$ cat src/rtl/mem_requester_if.sv
// mem_requester_if: core-side request/response handshake plus the pins toward
// the fixed-latency RAM, bundled for the mem_requester initiator.
// Optional macro MEM_REQUESTER_WRITE_ACK_EN adds the rsp_write flag.
interface mem_requester_if #(
  parameter int W_DATA = 8,
  parameter int W_ADDR = 8
);
  // core-side request channel
  logic              req_valid;
  logic              req_ready;
  logic              req_write;
  logic [W_ADDR-1:0] req_addr;
  logic [W_DATA-1:0] req_wdata;
  // core-side response channel
  logic              rsp_valid;
  logic              rsp_ready;
  logic [W_DATA-1:0] rsp_data;
`ifdef MEM_REQUESTER_WRITE_ACK_EN
  logic              rsp_write;
`endif
  logic              busy;
  // RAM pins
  logic              ram_write_en;
  logic [W_ADDR-1:0] ram_addr;
  logic [W_DATA-1:0] ram_din;
  logic [W_DATA-1:0] ram_dout;

  // master: the requester itself
  modport master (
    input  req_valid, req_write, req_addr, req_wdata, rsp_ready, ram_dout,
    output req_ready, rsp_valid, rsp_data, busy, ram_write_en, ram_addr, ram_din
`ifdef MEM_REQUESTER_WRITE_ACK_EN
    , output rsp_write
`endif
  );

  // slave: the core and RAM attached around the requester
  modport slave (
    output req_valid, req_write, req_addr, req_wdata, rsp_ready, ram_dout,
    input  req_ready, rsp_valid, rsp_data, busy, ram_write_en, ram_addr, ram_din
`ifdef MEM_REQUESTER_WRITE_ACK_EN
    , input rsp_write
`endif
  );
endinterface

$ cat src/rtl/mem_requester.sv
// mem_requester: initiator for a fixed-latency RAM that cannot stall.
// Reads are tagged through a LATENCY-deep valid pipe and their data captured
// into a small in-order response FIFO; a credit counter (reads in flight plus
// FIFO occupancy) holds off requests so a returning beat always has a slot.
// Optional macro MEM_REQUESTER_WRITE_ACK_EN: writes also take a credit and
// return an all-zero beat flagged by rsp_write.
module mem_requester #(
  parameter int W_DATA  = 8,
  parameter int DEPTH   = 256,
  parameter int LATENCY = 1
) (
  input  logic            clk,
  input  logic            rstn,
  mem_requester_if.master bus
);
  localparam int W_ADDR    = $clog2(DEPTH);
  localparam int RSP_DEPTH = LATENCY + 2;
  localparam int W_CNT     = $clog2(RSP_DEPTH + 1);
  localparam int W_PTR     = $clog2(RSP_DEPTH);
  localparam logic [W_CNT-1:0] CNT_FULL = W_CNT'(RSP_DEPTH);
  localparam logic [W_PTR-1:0] PTR_LAST = W_PTR'(RSP_DEPTH - 1);

  logic [W_ADDR-1:0] addr_w;
  logic [W_DATA-1:0] wdata_w;
  logic [W_DATA-1:0] dout_w;
  logic [W_DATA-1:0] push_data;
  logic              acc;
  logic              tag_in;
  logic              tag_out;
  logic              push;
  logic              pop;
  logic              req_ready_w;
  logic              rsp_valid_w;

  logic              rstn_q,   rstn_d;
  logic [W_CNT-1:0]  used_q,   used_d;
  logic [W_CNT-1:0]  cnt_q,    cnt_d;
  logic [W_PTR-1:0]  wr_ptr_q, wr_ptr_d;
  logic [W_PTR-1:0]  rd_ptr_q, rd_ptr_d;

  // FIFO storage is not reset; occupancy and pointers alone define validity
  logic [W_DATA-1:0] fifo_mem [RSP_DEPTH];

  assign addr_w  = bus.req_addr;
  assign wdata_w = bus.req_wdata;
  assign dout_w  = bus.ram_dout;

  // handshake and RAM pins; writes commit at the accepting edge
  assign acc              = bus.req_valid & req_ready_w;
  assign bus.ram_addr     = addr_w;
  assign bus.ram_din      = wdata_w;
  assign bus.ram_write_en = acc & bus.req_write;

  // req_ready depends only on registered state, never on the request itself
  assign req_ready_w   = rstn_q & (used_q != CNT_FULL);
  assign bus.req_ready = req_ready_w;
  assign bus.busy      = (used_q != '0);

  assign rsp_valid_w   = (cnt_q != '0);
  assign bus.rsp_valid = rsp_valid_w;
  assign bus.rsp_data  = fifo_mem[rd_ptr_q];
  assign pop           = rsp_valid_w & bus.rsp_ready;
  assign push          = tag_out;

`ifdef MEM_REQUESTER_WRITE_ACK_EN
  logic wr_in;
  logic wr_out;
  logic fifo_wr_mem [RSP_DEPTH];

  // every accepted request, read or write, owes one response beat
  assign tag_in        = acc;
  assign wr_in         = acc & bus.req_write;
  assign push_data     = wr_out ? '0 : dout_w;
  assign bus.rsp_write = fifo_wr_mem[rd_ptr_q];

  // write-flag storage alongside the data entries
  always_ff @(posedge clk) begin
    if (push) fifo_wr_mem[wr_ptr_q] <= wr_out;
  end
`else
  // only reads owe a response beat; writes are posted
  assign tag_in    = acc & ~bus.req_write;
  assign push_data = dout_w;
`endif

  generate
    if (LATENCY == 0) begin : g_no_pipe
      // combinational RAM: data is valid in the accepting cycle itself
      assign tag_out = tag_in;
`ifdef MEM_REQUESTER_WRITE_ACK_EN
      assign wr_out  = wr_in;
`endif
    end else begin : g_pipe
      logic [LATENCY-1:0] tag_q, tag_d;
`ifdef MEM_REQUESTER_WRITE_ACK_EN
      logic [LATENCY-1:0] wr_q, wr_d;

      // write flag travels in lockstep with its tag
      always_comb begin
        wr_d[0] = wr_in;
        for (int i = 1; i < LATENCY; i++) wr_d[i] = wr_q[i-1];
      end

      // write-flag pipe register, cleared so reset drops in-flight writes
      always_ff @(posedge clk or negedge rstn) begin
        if (!rstn) wr_q <= '0;
        else       wr_q <= wr_d;
      end

      assign wr_out = wr_q[LATENCY-1];
`endif

      // shift the tag one stage per cycle; the last stage marks dout valid
      always_comb begin
        tag_d[0] = tag_in;
        for (int i = 1; i < LATENCY; i++) tag_d[i] = tag_q[i-1];
      end

      // tag pipe register, cleared so reset drops in-flight reads
      always_ff @(posedge clk or negedge rstn) begin
        if (!rstn) tag_q <= '0;
        else       tag_q <= tag_d;
      end

      assign tag_out = tag_q[LATENCY-1];
    end
  endgenerate

  // next-state for reset-release flag, FIFO pointers/count and credits
  always_comb begin
    rstn_d   = 1'b1;
    wr_ptr_d = wr_ptr_q;
    rd_ptr_d = rd_ptr_q;
    cnt_d    = cnt_q;
    used_d   = used_q;
    if (push) wr_ptr_d = (wr_ptr_q == PTR_LAST) ? '0 : wr_ptr_q + 1'b1;
    if (pop)  rd_ptr_d = (rd_ptr_q == PTR_LAST) ? '0 : rd_ptr_q + 1'b1;
    case ({push, pop})
      2'b10:   cnt_d = cnt_q + 1'b1;
      2'b01:   cnt_d = cnt_q - 1'b1;
      default: cnt_d = cnt_q;
    endcase
    // a credit is taken when a tag enters the pipe, returned when its beat leaves
    case ({tag_in, pop})
      2'b10:   used_d = used_q + 1'b1;
      2'b01:   used_d = used_q - 1'b1;
      default: used_d = used_q;
    endcase
  end

  // control state; reset discards in-flight work and the queued beats
  always_ff @(posedge clk or negedge rstn) begin
    if (!rstn) begin
      rstn_q   <= 1'b0;
      used_q   <= '0;
      cnt_q    <= '0;
      wr_ptr_q <= '0;
      rd_ptr_q <= '0;
    end else begin
      rstn_q   <= rstn_d;
      used_q   <= used_d;
      cnt_q    <= cnt_d;
      wr_ptr_q <= wr_ptr_d;
      rd_ptr_q <= rd_ptr_d;
    end
  end

  // capture RAM data into the FIFO tail when a tagged beat arrives
  always_ff @(posedge clk) begin
    if (push) fifo_mem[wr_ptr_q] <= push_data;
  end

  // the credit scheme guarantees a free slot for every arriving beat
  a_no_overflow: assert property (@(posedge clk) disable iff (!rstn)
    !(push && (cnt_q == CNT_FULL)));

  // credits never exceed the FIFO size
  a_credit_bound: assert property (@(posedge clk) disable iff (!rstn)
    (used_q <= CNT_FULL));
endmodule

$ cat src/flat_wrapper.sv
// flat-port wrapper written by rule: the top's interface ports become plain ports
module mem_requester_flat 
#(
  parameter int W_DATA  = 8,
  parameter int DEPTH   = 256,
  parameter int LATENCY = 1
)
  (clk, rstn, bus_req_valid, bus_req_write, bus_req_addr, bus_req_wdata, bus_rsp_ready, bus_ram_dout, bus_req_ready, bus_rsp_valid, bus_rsp_data, bus_busy, bus_ram_write_en, bus_ram_addr, bus_ram_din);
  mem_requester_if #(.W_DATA(W_DATA), .W_ADDR((8))) bus_i ();
  input  logic clk;
  input  logic rstn;
  input wire logic [$bits(bus_i.req_valid)-1:0] bus_req_valid;
  input wire logic [$bits(bus_i.req_write)-1:0] bus_req_write;
  input wire logic [$bits(bus_i.req_addr)-1:0] bus_req_addr;
  input wire logic [$bits(bus_i.req_wdata)-1:0] bus_req_wdata;
  input wire logic [$bits(bus_i.rsp_ready)-1:0] bus_rsp_ready;
  input wire logic [$bits(bus_i.ram_dout)-1:0] bus_ram_dout;
  output wire logic [$bits(bus_i.req_ready)-1:0] bus_req_ready;
  output wire logic [$bits(bus_i.rsp_valid)-1:0] bus_rsp_valid;
  output wire logic [$bits(bus_i.rsp_data)-1:0] bus_rsp_data;
  output wire logic [$bits(bus_i.busy)-1:0] bus_busy;
  output wire logic [$bits(bus_i.ram_write_en)-1:0] bus_ram_write_en;
  output wire logic [$bits(bus_i.ram_addr)-1:0] bus_ram_addr;
  output wire logic [$bits(bus_i.ram_din)-1:0] bus_ram_din;
  assign bus_i.req_valid = bus_req_valid;
  assign bus_i.req_write = bus_req_write;
  assign bus_i.req_addr = bus_req_addr;
  assign bus_i.req_wdata = bus_req_wdata;
  assign bus_i.rsp_ready = bus_rsp_ready;
  assign bus_i.ram_dout = bus_ram_dout;
  assign bus_req_ready = bus_i.req_ready;
  assign bus_rsp_valid = bus_i.rsp_valid;
  assign bus_rsp_data = bus_i.rsp_data;
  assign bus_busy = bus_i.busy;
  assign bus_ram_write_en = bus_i.ram_write_en;
  assign bus_ram_addr = bus_i.ram_addr;
  assign bus_ram_din = bus_i.ram_din;
  mem_requester #(.W_DATA(W_DATA), .DEPTH(DEPTH), .LATENCY(LATENCY)) u_core (.clk(clk), .rstn(rstn), .bus(bus_i));
endmodule
$ cat config.mk
export PLATFORM = sky130hd
export DESIGN_NAME = mem_requester_flat
export DESIGN_NICKNAME = d
export VERILOG_FILES = /design/src/rtl/mem_requester_if.sv /design/src/rtl/mem_requester.sv /design/src/flat_wrapper.sv
export SDC_FILE = /design/constraint.sdc
export NUM_CORES = 1
export LEC_CHECK = 0
export ABC_AREA = 1
export CAP_MARGIN = 15
export CORE_MARGIN = 4
export CORE_UTILIZATION = 43
export DETAILED_ROUTE_END_ITERATION = 10
export PLACE_DENSITY_LB_ADDON = 0.12
export SYNTH_ARGS = -nofsm -noshare
export SYNTH_HDL_FRONTEND = slang
export SYNTH_SLANG_ARGS = --single-unit
$ cat constraint.sdc
create_clock -name clk -period 1.7 [get_ports clk]
set_input_delay 0.34 -clock clk [delete_from_list [all_inputs] [get_ports clk]]
set_output_delay 0.34 -clock clk [all_outputs]
set_load 0.01 [all_outputs]
==> impl_metrics.ini, run 1 <==
[cts]
htreeDepth = 2
cts_buffers = 5
worst_skew_pair.late_latency_ns = 0.32
clkTransAtPathRegs_ns = 0.09
cts_tree = done
root_buffer = clkbuf_4
cts_buffer_depth = 2
cts_sinks = 34

[status]
run_status = finished with violations
violations = negative setup slack

[routing]
ant_nets = 0
drt-pass1-iter-count = 4
wl_per_cell_um = 15.6
viasPerCell = 4.74
vias = 1085
drc = 0
wirelength_mm = 3.57
drt_iter0_drc = 42

[setup_path]
crit_start = u_core.rd_ptr_q[1]$_DFFE_PN0P_
startpoint_type = register
crit_fanout = 5
critical_path_arrival_ns = 1.45
critPathKind = reg -> out
end_kind = output pin
crit_end = bus_rsp_data[3]
required_ns = 1.36
regToRegStartpoint = u_core.cnt_q[0]$_DFFE_PN0P_
rrSetupSlack_ns = 0.26
worst_r2r_endpoint = u_core.cnt_q[1]$_DFFE_PN0P_
r2r_cells = 9

[yosys]
synth_area_leaders = edfxtp_1, dfrtp_1, nand2_1
syn_inst = 137
ys_ff_latch = 34
yosys-top-cells-count = nand2_1, edfxtp_1, buf_4
ys_seq_area_share_pct = 64.6
synth_flop_cell = edfxtp_1
synth_top_area_cell = edfxtp_1
yosysWarnings = 0
async_flop_share_pct = 29.4
syn_avg_cell_area_um2 = 11.0
syn_nets = 168
synth.distinct_cells = 18
yosysMostFrequentCell = nand2_1
synth_edf_count = 24
netlist_area_um2 = 1500
synth.top_cell.area_share_pct = 48.0

[global_route]
grt_busiest_layer = met2
met3_usage_pct = 3.71
grt_max_degree = 11
grt_pass1_wl_mm = 5.40
antenna_found_initial = 0
grt.met1_usage_pct = 17.7
first_global_vias = 1178
gr-total-overflow = 0
grt_usage_pct = 16.9
met2_usage_pct = 28.6

[placed_design]
dp_slack_ns = -0.145
routabilityCongestion = 0.715
portBuffers = 24
dp_hpwl_mm = 2.03

[sta]
max_freq_ghz = 0.560
finalMaxSlewViolations = 0
skew_ns = 0.0123
worst_slack_ns = -0.0870
whs_ns = 0.353
min_period_ns = 1.79
finalSetupViolCount = 6
period_share_pct = 105
final_hold_viol_count = 0
rsz0062_at_grt = yes

[finish]
diodes = 0
fin_nets = 213
syn_to_final_growth_pct = 40.6
layout-drive-gt1-share_pct = 41.5

[power_and_ir_drop]
power_density_nw_per_um2 = 1620
power.total_mw = 3.43
vdd_ir_drop_max_uv = 724
leakage_nw = 0.954

[floorplanning]
placementRows = 21
start_util_pct = 44.7
die_w_um = 67.1
die_h_um = 67.1
core_um2 = 3360
pin_count = 57
die_area_um2 = 4500

[run]
cap_violations = 0

[hold_path]
min_path_type = in -> async
-- per-layer routing --
layer  vias up  part of all wire [%]
met1       513                    36
met5         -                     0
li1        518                     -
met3        22                   6.8
met4         0                   4.7
met2        32                    53
-- layout by cell type, fill, tap and decap left out, types with 4 or more instances in the layout --
cell type	n
nand2_1	30
nor2_4	4
nand3_2	8
inv_2	5
edfxtp_1	24
dfrtp_1	8
clkbuf_4	5
inv_1	11
buf_4	11
nand3_1	5
clkdlybuf4s50_1	12
buf_6	26
nand2_2	10
-- state kept, by name, summed over array words and instances, names as in the netlist --
signal,count
u_core.used_q,2
u_core.rstn_q,1
u_core.fifo_mem,24
u_core.wr_ptr_q,2
u_core.cnt_q,2
u_core.rd_ptr_q,2
u_core.g_pipe.tag_q,1
-- critical path: stages, from the launching register on --
cell and delay (ns):
dfrtp_2 0.49, buf_6 0.15, nor2_4 0.09, buf_6 0.12, buf_6 0.09, nand2_4 0.04, nand3_2 0.06, buf_6 0.10
-- final cells by class --
class,instances,area [um^2]
Clock inverter,1,3.75
Clock buffer,7,45.0
Fill cell,297,1250
Sequential cell,34,973
Inverter,17,66.3
Tap cell,46,57.6
Multi-Input combinational cell,71,437
Timing Repair Buffer,53,531
-- through the flow --
step / TNS, ns / cell area (um^2) / util (%) / std cells
after floorplan: 0 / 1500 / - / 137
after global placement: -0.444 / 1710 / 50.7 / 195
after detailed placement: -0.833 / 1710 / 50.7 / 195
after CTS: -0.316 / 2040 / 60.6 / 229
after global routing: -0.796 / 2110 / 62.8 / 229
final: -0.228 / 2110 / 62.8 / 229
-- cell families after synthesis --
| logic type | after synthesis | synth area share, % |
|---|---|---|
| other | 1 | 0.250 |
| flip-flops | 34 | 64.6 |
| XOR/XNOR | 2 | 1.17 |
| adder cells (fa/ha/maj) | 2 | 1.67 |
| buffers and inverters | 34 | 13.0 |
| AO/OA/AOI/OAI | 3 | 1.42 |
| AND/OR/NAND/NOR | 61 | 17.9 |
-- worst min-delay path by stage --
stage / from / end / slack, ns / depth (start not counted)
final: rstn / u_core.used_q[1]$_DFFE_PN0P_ / 0.35 / 1
after global routing: rstn / u_core.rstn_q$_DFF_PN0_ / 0.35 / 1
after CTS: rstn / u_core.rstn_q$_DFF_PN0_ / 0.34 / 1
after detailed placement: u_core.cnt_q[1]$_DFFE_PN0P_ / u_core.cnt_q[1]$_DFFE_PN0P_ / 0.49 / 2
after global placement: u_core.cnt_q[1]$_DFFE_PN0P_ / u_core.cnt_q[1]$_DFFE_PN0P_ / 0.47 / 2
after floorplan: rstn / u_core.cnt_q[0]$_DFFE_PN0P_ / 0.04 / 0
-- where the power goes --
part / internal (mW) / switching [mW]
Clock: 0.159 / 0.237
Sequential: 1.02 / 0.118
Combinational: 1.05 / 0.836
-- timing repair --
item,CTS,global route
endpoints found under the setup margin,12,10
cloned,2,0
endpoints found under the hold margin,0,0
pin swaps,8,9
resized for setup,70,21
buffers inserted,24,1
hold buffers,0,0
Power figures use the tool's default switching activity.
==> inputs of run 2 (changes only) <==
- CTS_CLUSTER_DIAMETER: default -> 60
==> results of run 2 <==
The final DEF is identical to that of run 1; final timing and power are the same.
==> inputs of run 3 (changes only) <==
==> constraint.sdc (replaced) <==
create_clock -name clk -period 1.7 [get_ports clk]
set_input_delay 0.51 -clock clk [delete_from_list [all_inputs] [get_ports clk]]
set_output_delay 0.51 -clock clk [all_outputs]
set_load 0.01 [all_outputs]
==> impl_metrics.ini, run 3 (synthesis results as in run 1) <==
[setup_path]
crit_end = bus_rsp_data[1]
startpoint_type = register
crit_family = flip-flops
cp_common_cell = buf_6
slowest_delay_ns = 0.42
critical_path_arrival_ns = 1.37
r2r_cells = 8
path_cells = buf_6 -> nor2_4 -> buf_6 -> nand2_2 -> nand3_2 -> buf_6
regToRegStartpoint = u_core.used_q[0]$_DFFE_PN0P_
rrSetupSlack_ns = 0.24
crit_cells = 6
end_kind = output pin
crit_fanout = 4
critPathKind = reg -> out
required_ns = 1.19
worst_r2r_endpoint = u_core.used_q[1]$_DFFE_PN0P_
crit_start = u_core.rd_ptr_q[0]$_DFFE_PN0P_
path_buf_inv = 3
slowest_stage = dfrtp_1

[sta]
slew_headroom_pct = 65.6
period_share_pct = 111
rsz0062_at_grt = yes
setup-tns-final_ns = -1.45
worst_slack_ns = -0.182
skew_ns = 0.0144
max_freq_ghz = 0.531
finalSetupViolCount = 10
finalMaxSlewViolations = 0
min_period_ns = 1.88
final_hold_viol_count = 0
worstMarginPinSlew_ns = 0.514

[power_and_ir_drop]
leakage_nw = 0.895
power_density_nw_per_um2 = 1550
vdd_ir_drop_max_uv = 703
power.total_mw = 3.07

[global_route]
grt_max_degree = 12
antenna_found_initial = 0
first_global_vias = 1022
grt_pass1_wl_mm = 4.82
gr-total-overflow = 0
grt_usage_pct = 15.0

[routing]
viasPerCell = 4.63
wl_per_cell_um = 14.6
drc = 0
ant_nets = 0
vias = 1013
drt_iter0_drc = 70
wirelength_mm = 3.19
drt-pass1-iter-count = 4

[floorplanning]
die_h_um = 67.1
die_area_um2 = 4500
pin_count = 57
start_util_pct = 44.7
core_um2 = 3360
placementRows = 21
die_w_um = 67.1

[cts]
holdBufCountCts = 0
clkTransAtPathRegs_ns = 0.11
cts_sinks = 34
root_buffer = clkbuf_4
cts_buffer_depth = 2
cts_tree = done
htreeDepth = 2
cts_buffers = 5
worst_skew_pair.late_latency_ns = 0.33

[finish]
fin_util_pct = 59.0
mostFrequentLayoutCell = nand2_1
diodes = 0
final_area_um2 = 1990
fillers = 299
fin_nets = 203
syn_to_final_growth_pct = 32.1
layout-drive-gt1-share_pct = 40.5
final_cell_mix = nand2_1, edfxtp_1, buf_6
top_register = u_core.fifo_mem
largest_register_ffs = 24

[status]
run_status = finished with violations
violations = negative setup slack

[placed_design]
portBuffers = 24
dp_hpwl_mm = 2.00
place_area_um2 = 1720
routabilityCongestion = 0.699
dp_slack_ns = -0.481

[run]
cap_violations = 0

[hold_path]
min_path_type = reg -> reg
-- run 3: metal layers --
| metal | GRT usage, % | part of all wire, % | vias up |
|---|---|---|---|
| li1 | - | - | 499 |
| met1 | 15.5 | 37 | 466 |
| met2 | 26.0 | 51 | 30 |
| met3 | 5.90 | 8.9 | 18 |
| met4 | 8.10 | 3.7 | 0 |
| met5 | 0 | 0 | - |
-- run 3: how the worst min path moves through the flow --
stage | from | endpoint | depth (start not counted)
CTS | u_core.cnt_q[1]$_DFFE_PN0P_ | u_core.cnt_q[1]$_DFFE_PN0P_ | 2
global placement | u_core.cnt_q[1]$_DFFE_PN0P_ | u_core.cnt_q[1]$_DFFE_PN0P_ | 2
global route | rstn | u_core.rstn_q$_DFF_PN0_ | 1
detailed placement | u_core.cnt_q[1]$_DFFE_PN0P_ | u_core.cnt_q[1]$_DFFE_PN0P_ | 2
finish | u_core.cnt_q[1]$_DFFE_PN0P_ | u_core.cnt_q[1]$_DFFE_PN0P_ | 2
floorplan | rstn | u_core.cnt_q[0]$_DFFE_PN0P_ | 0
-- run 3: power by group --
group          switching, mW  internal [mW]  total [mW]
clock network          0.260          0.157       0.417
logic                  0.722          0.809        1.53
registers              0.100           1.02        1.12
total                   1.08           1.99        3.07
-- run 3: cell type report --
cell class	count	area, um^2	area share [%]
clock buffers	6	41.3	2.08
clock inverters	2	10.0	0.504
repair buffers	45	422	21.2
inverters	17	63.8	3.21
well taps	46	57.6	2.90
flip-flops and latches	34	972	49.0
multi-input cells	69	419	21.1
-- run 3: what timing repair did --
| action | CTS | global route |
|---|---|---|
| gates resized for setup | 81 | 6 |
| endpoints found under the setup margin | 12 | 12 |
| gates cloned | 0 | 0 |
| pin swaps | 11 | 4 |
| setup buffers | 12 | 2 |
-- run 3: through the flow --
step           hold WS (ns)  std cells
4_1_cts               0.503        217
6_report              0.502        219
2_1_floorplan         0.214        137
5_1_grt               0.525        219
3_3_place_gp          0.473        197
3_5_place_dp          0.479        197
-- run 3: tightest hold or removal path: stages, from the launching register on --
cell,delay (ns)
dfrtp_1,0.37
nand2_1,0.06
nand2_1,0.05
